[src/rtl/cla_word_sequencer_if.sv]
// Bundle of the request/response signals of cla_word_sequencer.
//
// Handshake: the master raises start with a/b/cin/sub valid; the slave
// accepts on the first rising edge where it is idle (busy=0). While busy=1
// any start is ignored and nothing is queued. done is a one-cycle pulse
// marking sum/cout/ovf as fresh. Those outputs then hold until the next done.
//
// master: drives start, a, b, cin, sub; observes busy, done, sum, cout, ovf
// slave : the reverse
interface cla_word_sequencer_if #(
  parameter int WIDTH = 16
);
  logic             start;
  logic [WIDTH-1:0] a;
  logic [WIDTH-1:0] b;
  logic             cin;
  logic             sub;
  logic             busy;
  logic             done;
  logic [WIDTH-1:0] sum;
  logic             cout;
  logic             ovf;

  modport master (
    output start, a, b, cin, sub,
    input  busy, done, sum, cout, ovf
  );

  modport slave (
    input  start, a, b, cin, sub,
    output busy, done, sum, cout, ovf
  );
endinterface

[src/rtl/cla_word_sequencer.sv]
// Multi-cycle WIDTH-bit adder/subtractor that reuses one 4-bit
// carry-lookahead slice, least-significant nibble first, holding the
// inter-nibble carry in a register.
//
// Ports:
//   clk       rising-edge clock
//   rst       synchronous active-high reset
//   bus       slave side of cla_word_sequencer_if (start/a/b/cin/sub in,
//             busy/done/sum/cout/ovf out, all outputs registered)
//   dbg_state current FSM state (0=IDLE, 1=RUN, 2=DONE)
module cla_word_sequencer #(
  parameter int WIDTH = 16
) (
  input  logic                  clk,
  input  logic                  rst,
  cla_word_sequencer_if.slave   bus,
  output logic [1:0]            dbg_state
);
  localparam int NIB = WIDTH / 4;
  localparam int IW  = (NIB > 1) ? $clog2(NIB) : 1;

  typedef enum logic [1:0] {
    S_IDLE = 2'd0,
    S_RUN  = 2'd1,
    S_DONE = 2'd2
  } state_t;

  state_t           state_q, state_d;
  logic [IW-1:0]    idx_q, idx_d;
  logic [WIDTH-1:0] a_q, a_d;
  logic [WIDTH-1:0] b_q, b_d;
  logic             carry_q, carry_d;
  logic [WIDTH-1:0] work_q, work_d;
  logic [WIDTH-1:0] sum_q, sum_d;
  logic             cout_q, cout_d;
  logic             ovf_q, ovf_d;
  logic             busy_q, busy_d;
  logic             done_q, done_d;

  logic [3:0] nib_a, nib_b, g, p, s;
  logic [4:0] c;

  // Nibble selection and the lookahead slice.
  always_comb begin
    nib_a = 4'h0;
    nib_b = 4'h0;
    for (int n = 0; n < NIB; n++) begin
      if (idx_q == IW'(n)) begin
        nib_a = a_q[4*n +: 4];
        nib_b = b_q[4*n +: 4];
      end
    end
    g    = nib_a & nib_b;
    p    = nib_a ^ nib_b;
    c[0] = carry_q;
    // Every carry is a flat sum-of-products of g/p/c0: no ripple inside the slice.
    c[1] = g[0] | (p[0] & c[0]);
    c[2] = g[1] | (p[1] & g[0]) | (p[1] & p[0] & c[0]);
    c[3] = g[2] | (p[2] & g[1]) | (p[2] & p[1] & g[0]) | (p[2] & p[1] & p[0] & c[0]);
    c[4] = g[3] | (p[3] & g[2]) | (p[3] & p[2] & g[1]) | (p[3] & p[2] & p[1] & g[0])
         | (p[3] & p[2] & p[1] & p[0] & c[0]);
    s    = p ^ c[3:0];
  end

  // Next-state logic.
  always_comb begin
    state_d = state_q;
    idx_d   = idx_q;
    a_d     = a_q;
    b_d     = b_q;
    carry_d = carry_q;
    work_d  = work_q;
    sum_d   = sum_q;
    cout_d  = cout_q;
    ovf_d   = ovf_q;
    busy_d  = busy_q;
    done_d  = 1'b0;
    case (state_q)
      S_IDLE: begin
        if (bus.start) begin
          a_d     = bus.a;
          // Subtract is A + ~B + 1: invert once here so RUN only ever adds.
          b_d     = bus.sub ? ~bus.b : bus.b;
          carry_d = bus.sub | bus.cin;
          idx_d   = '0;
          busy_d  = 1'b1;
          state_d = S_RUN;
        end
      end
      S_RUN: begin
        for (int n = 0; n < NIB; n++) begin
          if (idx_q == IW'(n)) work_d[4*n +: 4] = s;
        end
        carry_d = c[4];
        idx_d   = idx_q + 1'b1;
        if (idx_q == IW'(NIB - 1)) begin
          // Visible outputs only move here, so partial results never leak.
          sum_d   = work_d;
          cout_d  = c[4];
          ovf_d   = c[3] ^ c[4];
          done_d  = 1'b1;
          idx_d   = '0;
          state_d = S_DONE;
        end
      end
      S_DONE: begin
        busy_d  = 1'b0;
        state_d = S_IDLE;
      end
      default: begin
        busy_d  = 1'b0;
        state_d = S_IDLE;
      end
    endcase
  end

  always_ff @(posedge clk) begin
    if (rst) begin
      state_q <= S_IDLE;
      idx_q   <= '0;
      a_q     <= '0;
      b_q     <= '0;
      carry_q <= 1'b0;
      work_q  <= '0;
      sum_q   <= '0;
      cout_q  <= 1'b0;
      ovf_q   <= 1'b0;
      busy_q  <= 1'b0;
      done_q  <= 1'b0;
    end else begin
      state_q <= state_d;
      idx_q   <= idx_d;
      a_q     <= a_d;
      b_q     <= b_d;
      carry_q <= carry_d;
      work_q  <= work_d;
      sum_q   <= sum_d;
      cout_q  <= cout_d;
      ovf_q   <= ovf_d;
      busy_q  <= busy_d;
      done_q  <= done_d;
    end
  end

  assign bus.busy  = busy_q;
  assign bus.done  = done_q;
  assign bus.sum   = sum_q;
  assign bus.cout  = cout_q;
  assign bus.ovf   = ovf_q;
  assign dbg_state = state_q;
endmodule
[src/flat_wrapper.sv]
// flat-port wrapper written by rule: the top's interface ports become plain ports
module cla_word_sequencer_flat 
#(
  parameter int WIDTH = 16
)
  (clk, rst, dbg_state, bus_start, bus_a, bus_b, bus_cin, bus_sub, bus_busy, bus_done, bus_sum, bus_cout, bus_ovf);
  cla_word_sequencer_if #(.WIDTH(WIDTH)) bus_i ();
  input  logic clk;
  input  logic rst;
  output logic [1:0] dbg_state;
  input wire logic [$bits(bus_i.start)-1:0] bus_start;
  input wire logic [$bits(bus_i.a)-1:0] bus_a;
  input wire logic [$bits(bus_i.b)-1:0] bus_b;
  input wire logic [$bits(bus_i.cin)-1:0] bus_cin;
  input wire logic [$bits(bus_i.sub)-1:0] bus_sub;
  output wire logic [$bits(bus_i.busy)-1:0] bus_busy;
  output wire logic [$bits(bus_i.done)-1:0] bus_done;
  output wire logic [$bits(bus_i.sum)-1:0] bus_sum;
  output wire logic [$bits(bus_i.cout)-1:0] bus_cout;
  output wire logic [$bits(bus_i.ovf)-1:0] bus_ovf;
  assign bus_i.start = bus_start;
  assign bus_i.a = bus_a;
  assign bus_i.b = bus_b;
  assign bus_i.cin = bus_cin;
  assign bus_i.sub = bus_sub;
  assign bus_busy = bus_i.busy;
  assign bus_done = bus_i.done;
  assign bus_sum = bus_i.sum;
  assign bus_cout = bus_i.cout;
  assign bus_ovf = bus_i.ovf;
  cla_word_sequencer #(.WIDTH(WIDTH)) u_core (.clk(clk), .rst(rst), .bus(bus_i), .dbg_state(dbg_state));
endmodule
[config.mk]
export PLATFORM = sky130hd
export DESIGN_NAME = cla_word_sequencer_flat
export DESIGN_NICKNAME = d
export VERILOG_FILES = /design/src/rtl/cla_word_sequencer_if.sv /design/src/rtl/cla_word_sequencer.sv /design/src/flat_wrapper.sv
export SDC_FILE = /design/constraint.sdc
export NUM_CORES = 1
export LEC_CHECK = 0
export BUFFER_PORTS_ARGS = -buffer_cell sky130_fd_sc_hd__buf_2
export CORE_UTILIZATION = 55
export CTS_BUF_LIST = sky130_fd_sc_hd__clkbuf_8
export CTS_CLUSTER_DIAMETER = 200
export DETAILED_ROUTE_END_ITERATION = 7
export GPL_TIMING_DRIVEN = 0
export PLACE_DENSITY = 0.79
export RECOVER_POWER = 100
export SYNTH_ARGS = -nofsm -noshare
export SYNTH_HDL_FRONTEND = slang
export SYNTH_SLANG_ARGS = --single-unit
export TNS_END_PERCENT = 10
[constraint.sdc]
create_clock -name clk -period 8.4 [get_ports clk]
set_input_delay 0.42 -clock clk [delete_from_list [all_inputs] [get_ports clk]]
set_output_delay 0.42 -clock clk [all_outputs]
set_load 0.05 [all_outputs]
Word level (Yosys, flattened, before mapping)

Index checks and enable logic that the tools add are counted.

Flip-flop bits (word level): 73
Bits of input ports: 37
Logic and storage cells: 84

Add/sub/neg operators: 1
Equality and inequality tests: 6
Multiplexer cells: 24
Bitwise gates (word level): 33
Reduce and logical (&&, ||, !) cells: 9

Operators by type and width:

| operator              | number |
|---|---|
| $mux W4               | 12 |
| $and A1 B1 Y1         | 16 |
| $mux W16              | 1 |
| $not A16 Y16          | 1 |
| $or A1 B1 Y1          | 11 |
| $reduce_and A2 Y1     | 5 |
| $mux W2               | 4 |
| $pmux W2 S2           | 2 |
| $xor A4 B4 Y4         | 2 |
| $and A4 B4 Y4         | 1 |
| $eq A2 B1 Y1 const B  | 2 |
| $eq A2 B2 Y1 const B  | 2 |
| $logic_not A2 Y1      | 2 |
| $pmux W1 S2           | 2 |
| $mux W1               | 3 |
| $add A2 B1 Y2 const B | 1 |
| $ne A2 B1 Y1 const B  | 1 |
| $ne A2 B2 Y1 const B  | 1 |
| $reduce_bool A2 Y1    | 1 |
| $reduce_or A2 Y1      | 1 |
| $not A1 Y1            | 1 |
| $xor A1 B1 Y1         | 1 |

Depth between registers and ports, before layout

Depth in word-level cells: 12
Depth in mapped cells: 12
Depth with buffers taken out: 11

Worst setup path after synthesis

No wires, ideal clock.

Kind: register to register
Start point: reg u_core.idx_q[0]
End point: reg u_core.sum_q[10], in the netlist u_core.bus.sum[10]
Library setup time: 132 ps
Arrival: 2597 ps
Setup slack: 5671 ps
Stages on the path, launching flop included: 13
Path buffers: 2
Cells stage by stage: dfxtp_1 -> inv_1 -> ha_1 -> buf_2 -> buf_1 -> a21oi_1 -> a21oi_1 -> o21ai_0 -> ha_1 -> a211o_1 -> a21o_1 -> a311oi_1 -> nor3_1

Word-level cells in the longest chain between the ends: 11
Elaborated cells on any way between the ends: 22
Those cells by class: 3 x eq/ne; 9 x mux; 8 x bitwise; 2 x reduce/logical

RTL lines:

| item                                           | RTL line                                           | text |
|---|---|---|
| start, declared                                | cla_word_sequencer.sv:29                           | `logic [IW-1:0] idx_q, idx_d;` |
| start signal, assigned                         | cla_word_sequencer.sv:132                          | `idx_q <= idx_d;` |
| $logic_not A2 Y1                               | cla_word_sequencer.sv:48                           | `if (idx_q == IW'(n)) begin` |
| $mux W4 (4 in series)                          | cla_word_sequencer.sv:48                           |  |
| $xor A4 B4 Y4 or $and A4 B4 Y4 (tied branches) | cla_word_sequencer.sv:54, cla_word_sequencer.sv:53 |  |
| $and A1 B1 Y1                                  | cla_word_sequencer.sv:58                           | `c[2] = g[1] \| (p[1] & g[0]) \| (p[1] & p[0] & c[0]);` |
| $or A1 B1 Y1 or $and A1 B1 Y1 (tied branches)  | cla_word_sequencer.sv:58                           |  |
| $or A1 B1 Y1                                   | cla_word_sequencer.sv:58                           |  |
| $xor A4 B4 Y4                                  | cla_word_sequencer.sv:62                           | `s = p ^ c[3:0];` |
| $mux W4                                        | cla_word_sequencer.sv:92                           | `if (idx_q == IW'(n)) work_d[4*n +: 4] = s;` |
| end signal, assigned                           | cla_word_sequencer.sv:137                          | `sum_q <= sum_d;` |
| end, declared                                  | cla_word_sequencer.sv:34                           | `logic [WIDTH-1:0] sum_q, sum_d;` |

Several ways; a longest one is shown, not always the timed one.
A chain may end at the register's enable or synchronous reset.

Worst setup path in the final report

Start point: reg u_core.idx_q[0]
End point: reg u_core.sum_q[3], in the netlist u_core.bus.sum[3]

Word-level cells in the longest chain between the ends: 12
Elaborated cells on any way between the ends: 25
Those cells by class: 3 x eq/ne; 9 x mux; 11 x bitwise; 2 x reduce/logical

RTL lines:

| item                                                        | RTL line                                           | text |
|---|---|---|
| $logic_not A2 Y1                                            | cla_word_sequencer.sv:48, cla_word_sequencer.sv:92 |  |
| $mux W4 (4 in series)                                       | cla_word_sequencer.sv:48                           |  |
| $xor A4 B4 Y4 or $and A4 B4 Y4 (tied branches)              | cla_word_sequencer.sv:54, cla_word_sequencer.sv:53 |  |
| $and A1 B1 Y1                                               | cla_word_sequencer.sv:59                           | `c[3] = g[2] \| (p[2] & g[1]) \| (p[2] & p[1] & g[0]) \| (p[2] & p[1] & p[0] & c[0]);` |
| $or A1 B1 Y1 or $and A1 B1 Y1 (tied branches) (2 in series) | cla_word_sequencer.sv:59                           |  |
| $or A1 B1 Y1                                                | cla_word_sequencer.sv:59                           |  |
| $xor A4 B4 Y4                                               | cla_word_sequencer.sv:62                           |  |
| $mux W4                                                     | cla_word_sequencer.sv:92                           |  |

Several ways; a longest one is shown, not always the timed one.

==> flow_summary.ini <==
[sta]
setup_viol = 0
worst_slew_pin_slew_ns = 0.691
slew_headroom_pct = 53.6
fin_skew_ns = 0.00837
min_period_ns = 3.53
finalCritPeriodShare_pct = 42.0
tns_ns = 0
slew_violations = 0
rsz0062_at_grt = false
hold_viol = 0
hold_slack_ns = 0.302
max_freq_ghz = 0.283

[grt]
grt-ovfl-total = 0
grt_usage_pct = 27.7
grt_pass1_wl_um = 12900
grt_pass1_vias = 2660
grt_max_degree = 12
antenna_found_initial = 0

[setup_path]
path_cells = inv_1, ha_1, clkbuf_1, clkbuf_1, a21oi_1, o21ai_0, ha_1, a211o_1, nand3_1, a31o_1, o22ai_1
cpMaxStageDelayCell = clkbuf_1
reg2reg_depth = 11
r2r_end = u_core.bus.sum[3]
r2r_start = u_core.idx_q[0]
worstSetupEndpointType = flop
arrival_ns = 3.76
reg2reg_slack_ns = 4.87
critPathMaxStageDelay_ns = 0.49
crit_required_ns = 8.63
critical_path.max_fanout = 10
worst-setup-path-type = reg -> reg
cp-start-kind = flop

[layout]
finalNonFillerCells = 534
nets = 504
antennaDiodeCount = 0
drive_above_1_share_pct = 13.4
area_growth_syn_to_layout_pct = 15.8

[logic_synthesis]
syn_avg_cell_area_um2 = 8.20
syn_area_um2 = 3210
async_reset_ff_share_pct = 0
netlist_instances = 391
synth-main-ff-cell = dfxtp_1
synth.top_cell.area_share_pct = 43.1
post-synth-top-count-cell = dfxtp_1
synth-seq-area-share_pct = 43.1
ys_types = 37
synth.top_cells.by_count = dfxtp_1 (69), nand2_1 (68), a21oi_1 (53)
synth_seq_cells = 69
yosysWarnings = 0
synth_edf_count = 0
yosysTopAreaCell = dfxtp_1
yosys-top-cells-area = dfxtp_1 (43%), a21oi_1 (8.3%), nand2_1 (8.0%)
syn-num-nets = 437

[place]
place_congestion = 0.967
place_hpwl_um = 5620
port_buffers = 56
dpl.cell_count = 519

[clocking]
cts_tree = yes
ctsHtreeMaxLevel = 3
clock_latency_ns = 0.35
cts_root_buf = clkbuf_8
clockBufferDepth = 2
postCtsSetupRepairBufs = 0
cts_buffers = 9
cts_resized = 0
cts_hold_buf = 0
clk_pin_slew_ns = 0.07
clkSinkCount = 69

[outcome]
status = completed

[job]
max_cap_violations = 0

[route]
ant_nets = 0
drtIter0Drc = 211
met1_length_um = 3750
vias = 2996
top_layer = met4
wl_met3_um = 499
routed_wirelength_um = 7990
post_drt_wl_per_cell_um = 15.0
vias_per_cell = 5.61
dr.pass1.iters = 5
dr_wl_met2_um = 3570
drcViolationCount = 0

[floorplan]
die-area_um2 = 6140
die_h_um = 78.4
core-area_um2 = 5570
rows = 27
pin_count = 59
fp.dieW_um = 78.4
start_util_pct = 57.6

[worst_hold_path]
hold_class = in -> reg
whs_path_depth = 3
hold_path_end = u_core.a_q[0]
min_from = bus_a[0]

[power]
power.total_mw = 0.766
powerDensity_nw_per_um2 = 206
power_leakage_nw = 1.40
ir_drop_mv = 0.114
==> state kept, by name, summed over array words and instances, names as in the netlist <==
signal / count
u_core.a_q: 16
u_core.b_q: 16
u_core.bus.sum: 16
u_core.work_q: 12
u_core.dbg_state: 2
u_core.idx_q: 2
u_core.bus.busy: 1
u_core.bus.cout: 1
u_core.bus.done: 1
u_core.bus.ovf: 1
u_core.carry_q: 1
==> layer usage <==
| metal | GRT usage (%) | vias to the layer above |
|---|---|---|
| li1 | - | 1483 |
| met1 | 37.5 | 1387 |
| met2 | 43.2 | 111 |
| met3 | 4.65 | 15 |
| met4 | 12.6 | 0 |
| met5 | 0 | - |
==> critical path: cells and delay by family, from the launching register on <==
kind                     cells  cell delay [ns]
AO/OA/AOI/OAI                5             1.34
buffers and inverters        3             0.97
adder cells (fa/ha/maj)      2             0.45
flip-flops                   1             0.36
AND/OR/NAND/NOR              1             0.29
==> placed cells by master (no fill, tap or decap), drive strengths merged <==
cell type | netlist | final
a211o | 2 | 2
a211oi | 19 | 19
a21o | 1 | 1
a21oi | 53 | 53
a311oi | 3 | 3
a31o | 1 | 1
a31oi | 3 | 3
and3b | 1 | 1
buf | 21 | 46
bufinv | 0 | 2
clkbuf | 9 | 50
clkinv | 0 | 3
dfxtp | 69 | 69
fa | 1 | 1
ha | 8 | 8
inv | 8 | 8
mux2i | 3 | 3
nand2 | 68 | 68
nand2b | 2 | 2
nand3 | 8 | 8
nand3b | 17 | 17
nand4 | 3 | 3
nor2 | 36 | 36
nor2b | 2 | 2
nor3 | 7 | 7
nor3b | 4 | 4
o211ai | 3 | 3
o21a | 1 | 1
o21ai | 13 | 13
o22ai | 4 | 4
o31ai | 3 | 3
or2 | 1 | 1
xnor2 | 17 | 17
==> worst max path at each step <==
| stage | start | end | cells after the start |
|---|---|---|---|
| after CTS | u_core.idx_q[0] | u_core.bus.sum[10] | 12 |
| after floorplan | u_core.idx_q[0] | u_core.bus.sum[10] | 12 |
| after global placement | u_core.idx_q[0] | u_core.bus.sum[10] | 12 |
| after global routing | u_core.idx_q[0] | u_core.bus.sum[3] | 11 |
| after detailed placement | u_core.idx_q[0] | u_core.bus.sum[10] | 12 |
| final | u_core.idx_q[0] | u_core.bus.sum[3] | 11 |
==> area by class of cell <==
class	instances	area (µm²)
fillers	495	1860
multi-input cells	284	1620
flip-flops and latches	69	1380
repair buffers	56	253
clock buffers	10	138
plain buffers	30	133
well taps	72	90.1
clock inverters	5	75.1
inverters	8	30.0
==> cells by family (layout without fill, tap and decap cells) <==
kind of cell             count (synthesis)  after routing  share of synthesized area (%)
adder cells (fa/ha/maj)                  9              9                           3.74
XOR/XNOR                                17             17                           4.64
flip-flops                              69             69                           43.1
AND/OR/NAND/NOR                        149            149                           22.1
AO/OA/AOI/OAI                          106            106                           20.1
buffers and inverters                   38            109                           5.42
multiplexers                             3              3                          0.936
==> through the flow <==
step | util, % | setup WS (ns) | cell area, µm²
floorplan | - | 5.67 | 3210
global placement | 64.2 | 5.27 | 3580
detailed placement | 64.2 | 5.22 | 3580
CTS | 68.0 | 5.20 | 3790
finish | 66.7 | 4.87 | 3720
global route | 66.7 | 4.57 | 3720
==> power by group <==
| part | switching, mW | internal (mW) |
|---|---|---|
| sequential | 0.00902 | 0.343 |
| clock | 0.126 | 0.172 |
| combinational | 0.0737 | 0.0427 |
| total | 0.209 | 0.558 |
No activity file was read; power rests on OpenSTA's default activity.
